==> config.mk <==
export PLATFORM = sky130hd
export DESIGN_NAME = dstdata_buf
export DESIGN_NICKNAME = d
export VERILOG_FILES = /design/src/rtl/dstdata_pkg.sv /design/src/rtl/dstdata_ram.sv /design/src/rtl/dstdata_buf.sv
export SDC_FILE = /design/constraint.sdc
export NUM_CORES = 1
export LEC_CHECK = 0
export ABC_AREA = 0
export CAP_MARGIN = 20
export CELL_PAD_IN_SITES_DETAIL_PLACEMENT = 1
export CELL_PAD_IN_SITES_GLOBAL_PLACEMENT = 2
export CORE_MARGIN = 2
export CORE_UTILIZATION = 43
export CTS_BUF_LIST = sky130_fd_sc_hd__clkbuf_2
export CTS_CLUSTER_SIZE = 12
export DETAILED_ROUTE_END_ITERATION = 8
export GPL_TIMING_DRIVEN = 0
export HOLD_SLACK_MARGIN = 0.12
export PLACE_DENSITY_LB_ADDON = 0.1
export SLEW_MARGIN = 10
export SYNTH_ARGS = -nofsm -noshare
export SYNTH_HDL_FRONTEND = slang
export SYNTH_SLANG_ARGS = --single-unit
export TNS_END_PERCENT = 20
==> constraint.sdc <==
create_clock -name MasterClock -period 7.1 [get_ports MasterClock]
set_input_delay 1.42 -clock MasterClock [delete_from_list [all_inputs] [get_ports MasterClock]]
set_output_delay 1.42 -clock MasterClock [all_outputs]
set_load 0.01 [all_outputs]
==> src/rtl/dstdata_pkg.sv <==
// Shared parameters and helpers for the destination data buffer.
// Optional macro DSTDATA_BYPASS_EN enables empty-FIFO forwarding in dstdata_buf.
package dstdata_pkg;

  localparam int WIDTH_DEF = 8;
  localparam int DEPTH_DEF = 4;

  function automatic int cnt_w(input int depth);
    return $clog2(depth + 1);
  endfunction

endpackage

==> src/rtl/dstdata_ram.sv <==
// Destination data storage: one synchronous write port,
// one asynchronous read port.
module dstdata_ram
  import dstdata_pkg::*;
#(
  parameter int WIDTH = WIDTH_DEF,
  parameter int DEPTH = DEPTH_DEF,
  parameter int AW    = $clog2(DEPTH)
) (
  input  logic             clk,
  input  logic             we,
  input  logic [AW-1:0]    waddr,
  input  logic [WIDTH-1:0] wdata,
  input  logic [AW-1:0]    raddr,
  output logic [WIDTH-1:0] rdata
);

  logic [WIDTH-1:0] mem [DEPTH];

  always_ff @(posedge clk) begin
    if (we) mem[waddr] <= wdata;
  end

  assign rdata = mem[raddr];

endmodule

==> src/rtl/dstdata_buf.sv <==
// Blitter destination data FIFO with optional half-width packing.
// Define DSTDATA_BYPASS_EN to forward a load into an empty FIFO.
module dstdata_buf
  import dstdata_pkg::*;
#(
  parameter int WIDTH = WIDTH_DEF,
  parameter int DEPTH = DEPTH_DEF
) (
  input  logic                      MasterClock,
  input  logic                      RESET,
  input  logic [WIDTH-1:0]          ID,
  input  logic                      LDDST,
  input  logic                      PACK,
  input  logic                      DSTRD,
  input  logic                      CLROVF,
  output logic [WIDTH-1:0]          DSTD,
  output logic                      DSTV,
  output logic                      FULL,
  output logic [cnt_w(DEPTH)-1:0]   COUNT,
  output logic                      OVF
);

  localparam int CW = cnt_w(DEPTH);
  localparam int AW = $clog2(DEPTH);
  localparam int HW = WIDTH / 2;
  localparam logic [CW-1:0] FULL_CNT = CW'(DEPTH);

  logic [AW-1:0]    wr_ptr;
  logic [AW-1:0]    rd_ptr;
  logic [CW-1:0]    cnt;
  logic [HW-1:0]    half;
  logic             half_v;
  logic             ovf;
  logic [WIDTH-1:0] entry;
  logic [WIDTH-1:0] head;
  logic             complete;
  logic             stored_v;
  logic             is_full;
  logic             pop;
  logic             push;
  logic             wr_en;

  assign complete = LDDST && (!PACK || half_v);
  assign entry    = PACK ? {ID[HW-1:0], half} : ID;
  assign stored_v = cnt != '0;
  assign is_full  = cnt == FULL_CNT;
  assign pop      = DSTRD && stored_v;
  assign push     = complete && (!is_full || DSTRD);

`ifdef DSTDATA_BYPASS_EN
  logic bypass;
  assign bypass = complete && !stored_v;
  // A forwarded entry popped in the same cycle never reaches the RAM
  assign wr_en  = push && !(bypass && DSTRD);
  assign DSTV   = stored_v || bypass;
  assign DSTD   = stored_v ? head : (bypass ? entry : '0);
`else
  assign wr_en  = push;
  assign DSTV   = stored_v;
  assign DSTD   = stored_v ? head : '0;
`endif

  assign FULL  = is_full;
  assign COUNT = cnt;
  assign OVF   = ovf;

  dstdata_ram #(
    .WIDTH (WIDTH),
    .DEPTH (DEPTH),
    .AW    (AW)
  ) u_ram (
    .clk   (MasterClock),
    .we    (wr_en),
    .waddr (wr_ptr),
    .wdata (entry),
    .raddr (rd_ptr),
    .rdata (head)
  );

  always_ff @(posedge MasterClock) begin
    if (RESET) begin
      wr_ptr <= '0;
      rd_ptr <= '0;
      cnt    <= '0;
      half   <= '0;
      half_v <= 1'b0;
      ovf    <= 1'b0;
    end else begin
      if (wr_en) wr_ptr <= wr_ptr + AW'(1);
      if (pop)   rd_ptr <= rd_ptr + AW'(1);
      unique case ({wr_en, pop})
        2'b10:   cnt <= cnt + CW'(1);
        2'b01:   cnt <= cnt - CW'(1);
        default: cnt <= cnt;
      endcase
      if (!PACK) begin
        half_v <= 1'b0;
      end else if (LDDST) begin
        if (!half_v) begin
          half   <= ID[HW-1:0];
          half_v <= 1'b1;
        end else begin
          half_v <= 1'b0;
        end
      end
      if (CLROVF)                ovf <= 1'b0;
      else if (complete && !push) ovf <= 1'b1;
    end
  end

endmodule

==> flow_metrics.tcl, run 1 <==
set metrics [dict create \
    seq_area_um2 1261 \
    netlist_area_um2 2027 \
    fin_setup_tns_ns 0 \
    antenna_found_initial 0 \
    utilization_pct 54.11 \
    num_rows 24 \
    yosysMostFrequentCell "edfxtp_1" \
    critical_path.cell_chain "buf_2 > mux4_2 > nor2b_1 > clkdlybuf4s50_1" \
    maxCapViolations 0 \
    power_frac_comb_pct 36.5 \
    worstSkewPairLatency_ns 0.41 \
    required_ns 5.68 \
    setup_ws_ns 3.420 \
    p_leak_nw 0.8525 \
    path_class "reg -> out" \
    die_x_um 72.66 \
    cts_buffer_depth 2 \
    initial_utilization_pct 45.61 \
    worstPathMaxFanout 8 \
    fin_skew_ns 0.02447 \
    ys_seq_area_share_pct 62.22 \
    synth_edf_count 32 \
    status "completed" \
    ys_warn_count 0 \
    cp_slowest_cell "mux4_2" \
    power_frac_seq_pct 47.9 \
    multi_input_area_um2 703.2 \
    ctsResizeCount 0 \
    dr.first_iter.drc_count 104 \
    syn_area_per_cell_um2 14.90 \
    gr-total-overflow 0 \
    io_pins 28 \
    vias_per_cell 5.229 \
    yosysUniqueCellTypes 30 \
    end_kind "primary output" \
    path_clk_slew_ns 0.22 \
    cts_num_sinks 47 \
    nFillCells 452 \
    hold_path_class "reg -> reg" \
    maxSlewViolCount 0 \
    clock_power_share_pct 15.6 \
    synth_seq_cells 47 \
    rsz0062_at_grt "no" \
    synth_common_cells "edfxtp_1, dfxtp_1, nor2_1" \
    power.internal_mw 0.4777 \
    synth_area_leaders "edfxtp_1, dfxtp_1, mux4_2" \
    fmax_mhz 271.7 \
    cts_tree "done" \
    worst_pin_slew_ns 0.5428 \
    drt-wirelength-per-cell_um 17.63 \
    hold_buffers 0 \
    pre_cts_slack_ns 3.198 \
    hold_viol 0 \
    finalCritPeriodShare_pct 51.83 \
    die_area_um2 5279 \
    cts-root-buf "clkbuf_2" \
    period_needed_ns 3.680 \
    hpwl_mm 2.853 \
    ant_nets 0 \
    placed_cells 215 \
    nets 190 \
    synth_top_area_cell "edfxtp_1" \
    p_per_area_nw_per_um2 289.6 \
    cts_setup_buffers 0 \
    syn_inst 136 \
    die_y_um 72.66 \
    maxSlewHeadroom_pct 63.81 \
    critical_path.max_stage_delay_ns 0.55 \
    grt_pass1_vias 1270 \
    synth_nets 156 \
    switchingPower_mw 0.2187 \
    core-area_um2 4444 \
    area_growth_pct 18.64 \
    start_kind "flip-flop" \
    firstDrtPassIters 4 \
    grt_max_degree 15 \
    drt_wl_total_mm 3.932 \
    cts_max_level 2 \
    port_buffers 27 \
    crit_arrival_ns 2.26 \
    grt_util_all_layers_pct 16.68 \
    diodes 0 \
    grt_first_pass_wirelength_mm 6.437 \
    final-setup-viol-count 0 \
    synth-main-ff-cell "edfxtp_1" \
    ir_drop_v 0.0001473 \
    drc 0 \
    cts_buffers 5 \
    drive_gt1_share_pct 19.30 \
    netlist.area_leader.share_pct 47.41 \
    final_cells 223 \
    async_reset_ff_share_pct 0 \
    place.gp.congestion 0.6742 \
    p_sw_share_pct 31.40 \
    vias 1166 \
]
==> power groups by stage <==
stage          Clock, mW  Combinational (mW)  Sequential, mW
2_1_floorplan          0               0.146           0.338
3_3_place_gp           0               0.251           0.338
3_5_place_dp           0               0.259           0.340
4_1_cts            0.113               0.260           0.334
5_1_grt            0.122               0.277           0.338
6_report           0.109               0.254           0.334
==> area by class of cell <==
cell class                      count  share of cell area [%]
Timing Repair Buffer               27                   11.24
Multi-Input combinational cell     75                   29.24
Tap cell                           52                   2.706
Clock buffer                        6                   1.249
Sequential cell                    47                   52.45
Inverter                            8                   1.249
Clock inverter                      2                  0.5203
Buffer                              6                   1.353
==> cell usage in the layout (no fill, tap or decap), drive strengths merged, types with 3 or more instances in the layout <==
cell type,instances
mux2,9
a21oi,3
nor2b,8
and2,4
inv,8
clkbuf,9
xor2,3
buf,3
ha,5
edfxtp,32
clkdlybuf4s50,27
dfxtp,15
mux4,8
mux2i,5
nor2,11
nand2b,3
==> sequential cells by signal (all words and copies together), names as in the netlist, named ones only <==
register	cells
half_v	1
wr_ptr	2
OVF	1
u_ram.mem	32
rd_ptr	2
half	4
COUNT	3
==> logic make-up (layout without fill, tap and decap cells) <==
family                     after synthesis  count (layout)  synth area share (%)
DFF                                     47              47                 62.22
buffers and inverters                   14              49                 3.086
xor gates and xnor gates                 4               4                 1.729
and+or+nand+nor                         36              36                 10.43
muxes                                   22              22                 16.54
adders and majority gates                6               6                 4.074
AOI/OAI and AO/OA                        7               7                 1.914
==> stage by stage <==
step           cell area (um2)  hold WS (ns)  power [mW]
6_report                  2405        0.5219      0.6963
5_1_grt                   2405        0.5474      0.7367
4_1_cts                   2405        0.5265      0.7070
3_5_place_dp              2362        0.5013      0.5990
3_3_place_gp              2362        0.4696      0.5884
2_1_floorplan             2027        0.4576      0.4840
==> worst paths after layout <==
path,cells after the start,to,from,slack [ns]
worst min-delay path,2,flip-flop,rd_ptr[1],0.52
worst max-delay path,4,DSTD[6],flip-flop,3.42
worst max register to register,10,COUNT[2],COUNT[2],4.66
worst min register to register,2,flip-flop,rd_ptr[1],0.52
==> worst max-delay path: cells and delay by family (launching register included) <==
kind | cells | cell delay, ns
DFF | 1 | 0.36
and+or+nand+nor | 1 | 0.15
muxes | 1 | 0.55
buffers and inverters | 2 | 0.79
==> routing by layer <==
| layer | track usage, % | vias up | part of all wire (%) |
|---|---|---|---|
| met5 | 0 | - | 0 |
| met4 | 5.967 | 0 | 0.64 |
| met3 | 4.144 | 4 | 4.2 |
| met2 | 30.61 | 30 | 53 |
| met1 | 18.64 | 576 | 43 |
| li1 | - | 556 | - |
(Power assumes the default switching activity.)
==> inputs of run 2 (changes only) <==
CORE_UTILIZATION = 36   (was 43)
clock period = 3 ns   (was 7.1 ns; I/O delays follow)
==> run 2 against run 1 <==
Final area grew 3.0%. Flip-flop and latch count is the same. Highest routed layer unchanged. Register-to-register slack lost 4.2 ns.
==> flow_metrics.tcl, run 2 (synthesis gave the netlist of run 1 again) <==
set metrics [dict create \
    status "completed" \
    cts-root-buf "clkbuf_2" \
    cp_slowest_cell "clkdlybuf4s50_1" \
    fmax_mhz 348.1 \
    rsz0062_at_grt "no" \
    met1_usage_pct 16.82 \
    drive_gt1_share_pct 19.30 \
    hpwl_mm 2.808 \
    power_mw 1.809 \
    maxSlewViolCount 0 \
    place.gp.congestion 0.7330 \
    io_pins 28 \
    cp_top_family "buffers and inverters" \
    drt-wirelength-per-cell_um 16.08 \
    p_per_area_nw_per_um2 730.2 \
    vias_per_cell 4.848 \
    initial_utilization_pct 37.04 \
    final_cell_mix "edfxtp_1, clkdlybuf4s50_1, dfxtp_1" \
    critical_path.max_stage_delay_ns 0.49 \
    finalCritPeriodShare_pct 95.76 \
    grt_util_all_layers_pct 13.58 \
    use_met2_pct 23.31 \
    p_leak_nw 0.8767 \
    path_class "reg -> out" \
    ant_nets 0 \
    final-setup-viol-count 0 \
    vias 1178 \
    top_register "u_ram.mem" \
    area_growth_pct 22.22 \
    path_clk_slew_ns 0.24 \
    largest_register_ff_count 32 \
    cts_num_sinks 47 \
    final_design_area_no_fill_um2 2477 \
    utilization_pct 45.27 \
    num_rows 27 \
    worstPathMaxFanout 8 \
    core-area_um2 5473 \
    antenna_found_initial 0 \
    cts_max_level 2 \
    ir_drop_v 0.0002526 \
    hold_path_class "reg -> reg" \
    cts_setup_buffers 0 \
    fin_skew_ns 0.02473 \
    setup_ws_ns 0.1273 \
    period_needed_ns 2.873 \
    placed_cell_area_um2 2387 \
    hold_viol 0 \
    cts_buffers 5 \
    gr-total-overflow 0 \
    grt_max_degree 15 \
    nFillCells 568 \
    cts_buffer_depth 2 \
    worstSkewPairLatency_ns 0.41 \
    worst_pin_slew_ns 0.5960 \
    end_kind "primary output" \
    nets 190 \
    layout_commonest_cell "edfxtp_1" \
    die_area_um2 6247 \
    grt_pass1_vias 1247 \
    die_x_um 79.04 \
    crit_arrival_ns 2.27 \
    die_y_um 79.04 \
    use_met3_pct 3.864 \
    cp_num_buf_inv 2 \
    diodes 0 \
    dr.first_iter.drc_count 55 \
    hold_buffers 0 \
    pre_cts_slack_ns -0.1118 \
    maxCapViolations 0 \
    critical_path.cell_chain "clkbuf_1 > mux4_2 > nor2b_1 > clkdlybuf4s50_1" \
    drc 0 \
    fin_hold_ws_ns 0.5236 \
    ctsResizeCount 0 \
    maxSlewHeadroom_pct 60.27 \
    grt_busiest_layer "met2" \
    start_kind "flip-flop" \
    drt_wl_total_mm 3.908 \
    firstDrtPassIters 4 \
    grt_first_pass_wirelength_mm 6.258 \
    required_ns 2.40 \
    cts_tree "done" \
    port_buffers 27 \
]
run 2: cell count changes in the layout (fill, tap and decap cells not counted):
cell | before | now
bufinv_16 | 0 | 2
clkinv_2 | 1 | 0
clkinvlp_4 | 1 | 0
run 2: path summary, 6_finish.rpt:
path | end | slack [ns] | depth (start not counted) | startpoint
min | rd_ptr[1] | 0.52 | 2 | rd_ptr[1]
max reg2reg | COUNT[2] | 0.49 | 10 | COUNT[0]
min reg2reg | rd_ptr[1] | 0.52 | 2 | rd_ptr[1]
max | DSTD[2] | 0.13 | 4 | flip-flop
run 2: per-stage QoR:
step,setup TNS (ns),cells
2_1_floorplan,0,136
3_3_place_gp,-0.05260,235
3_5_place_dp,-0.1118,235
4_1_cts,0,243
5_1_grt,0,243
6_report,0,243
run 2: area by class of cell:
cell class | instances | area (um2) | share of cell area (%)
buffer | 6 | 32.53 | 1.313
clock buffer | 6 | 30.03 | 1.212
clock inverter | 2 | 60.06 | 2.424
inverter | 8 | 30.03 | 1.212
multi-input combinational | 75 | 703.2 | 28.38
sequential | 47 | 1261 | 50.91
tap | 72 | 90.09 | 3.636
timing repair buffer | 27 | 270.3 | 10.91
run 2: layer usage:
layer | wire, um | vias to the layer above | part of all wire (%)
li1 | - | 556 | -
met4 | 36 | 0 | 0.92
met3 | 195 | 5 | 5.0
met1 | 1744 | 589 | 45
met2 | 1931 | 28 | 49
met5 | 0 | - | 0
run 2: tightest hold or removal path, cell delays in order, from the launching register on:
cell,delay (ns)
dfxtp_1,0.36
o21ai_0,0.07
a21oi_1,0.08
run 2: report_power, final:
| group | internal [mW] | total [mW] | switching [mW] |
|---|---|---|---|
| Combinational | 0.322 | 0.600 | 0.277 |
| Clock | 0.228 | 0.422 | 0.194 |
| Sequential | 0.749 | 0.788 | 0.0393 |
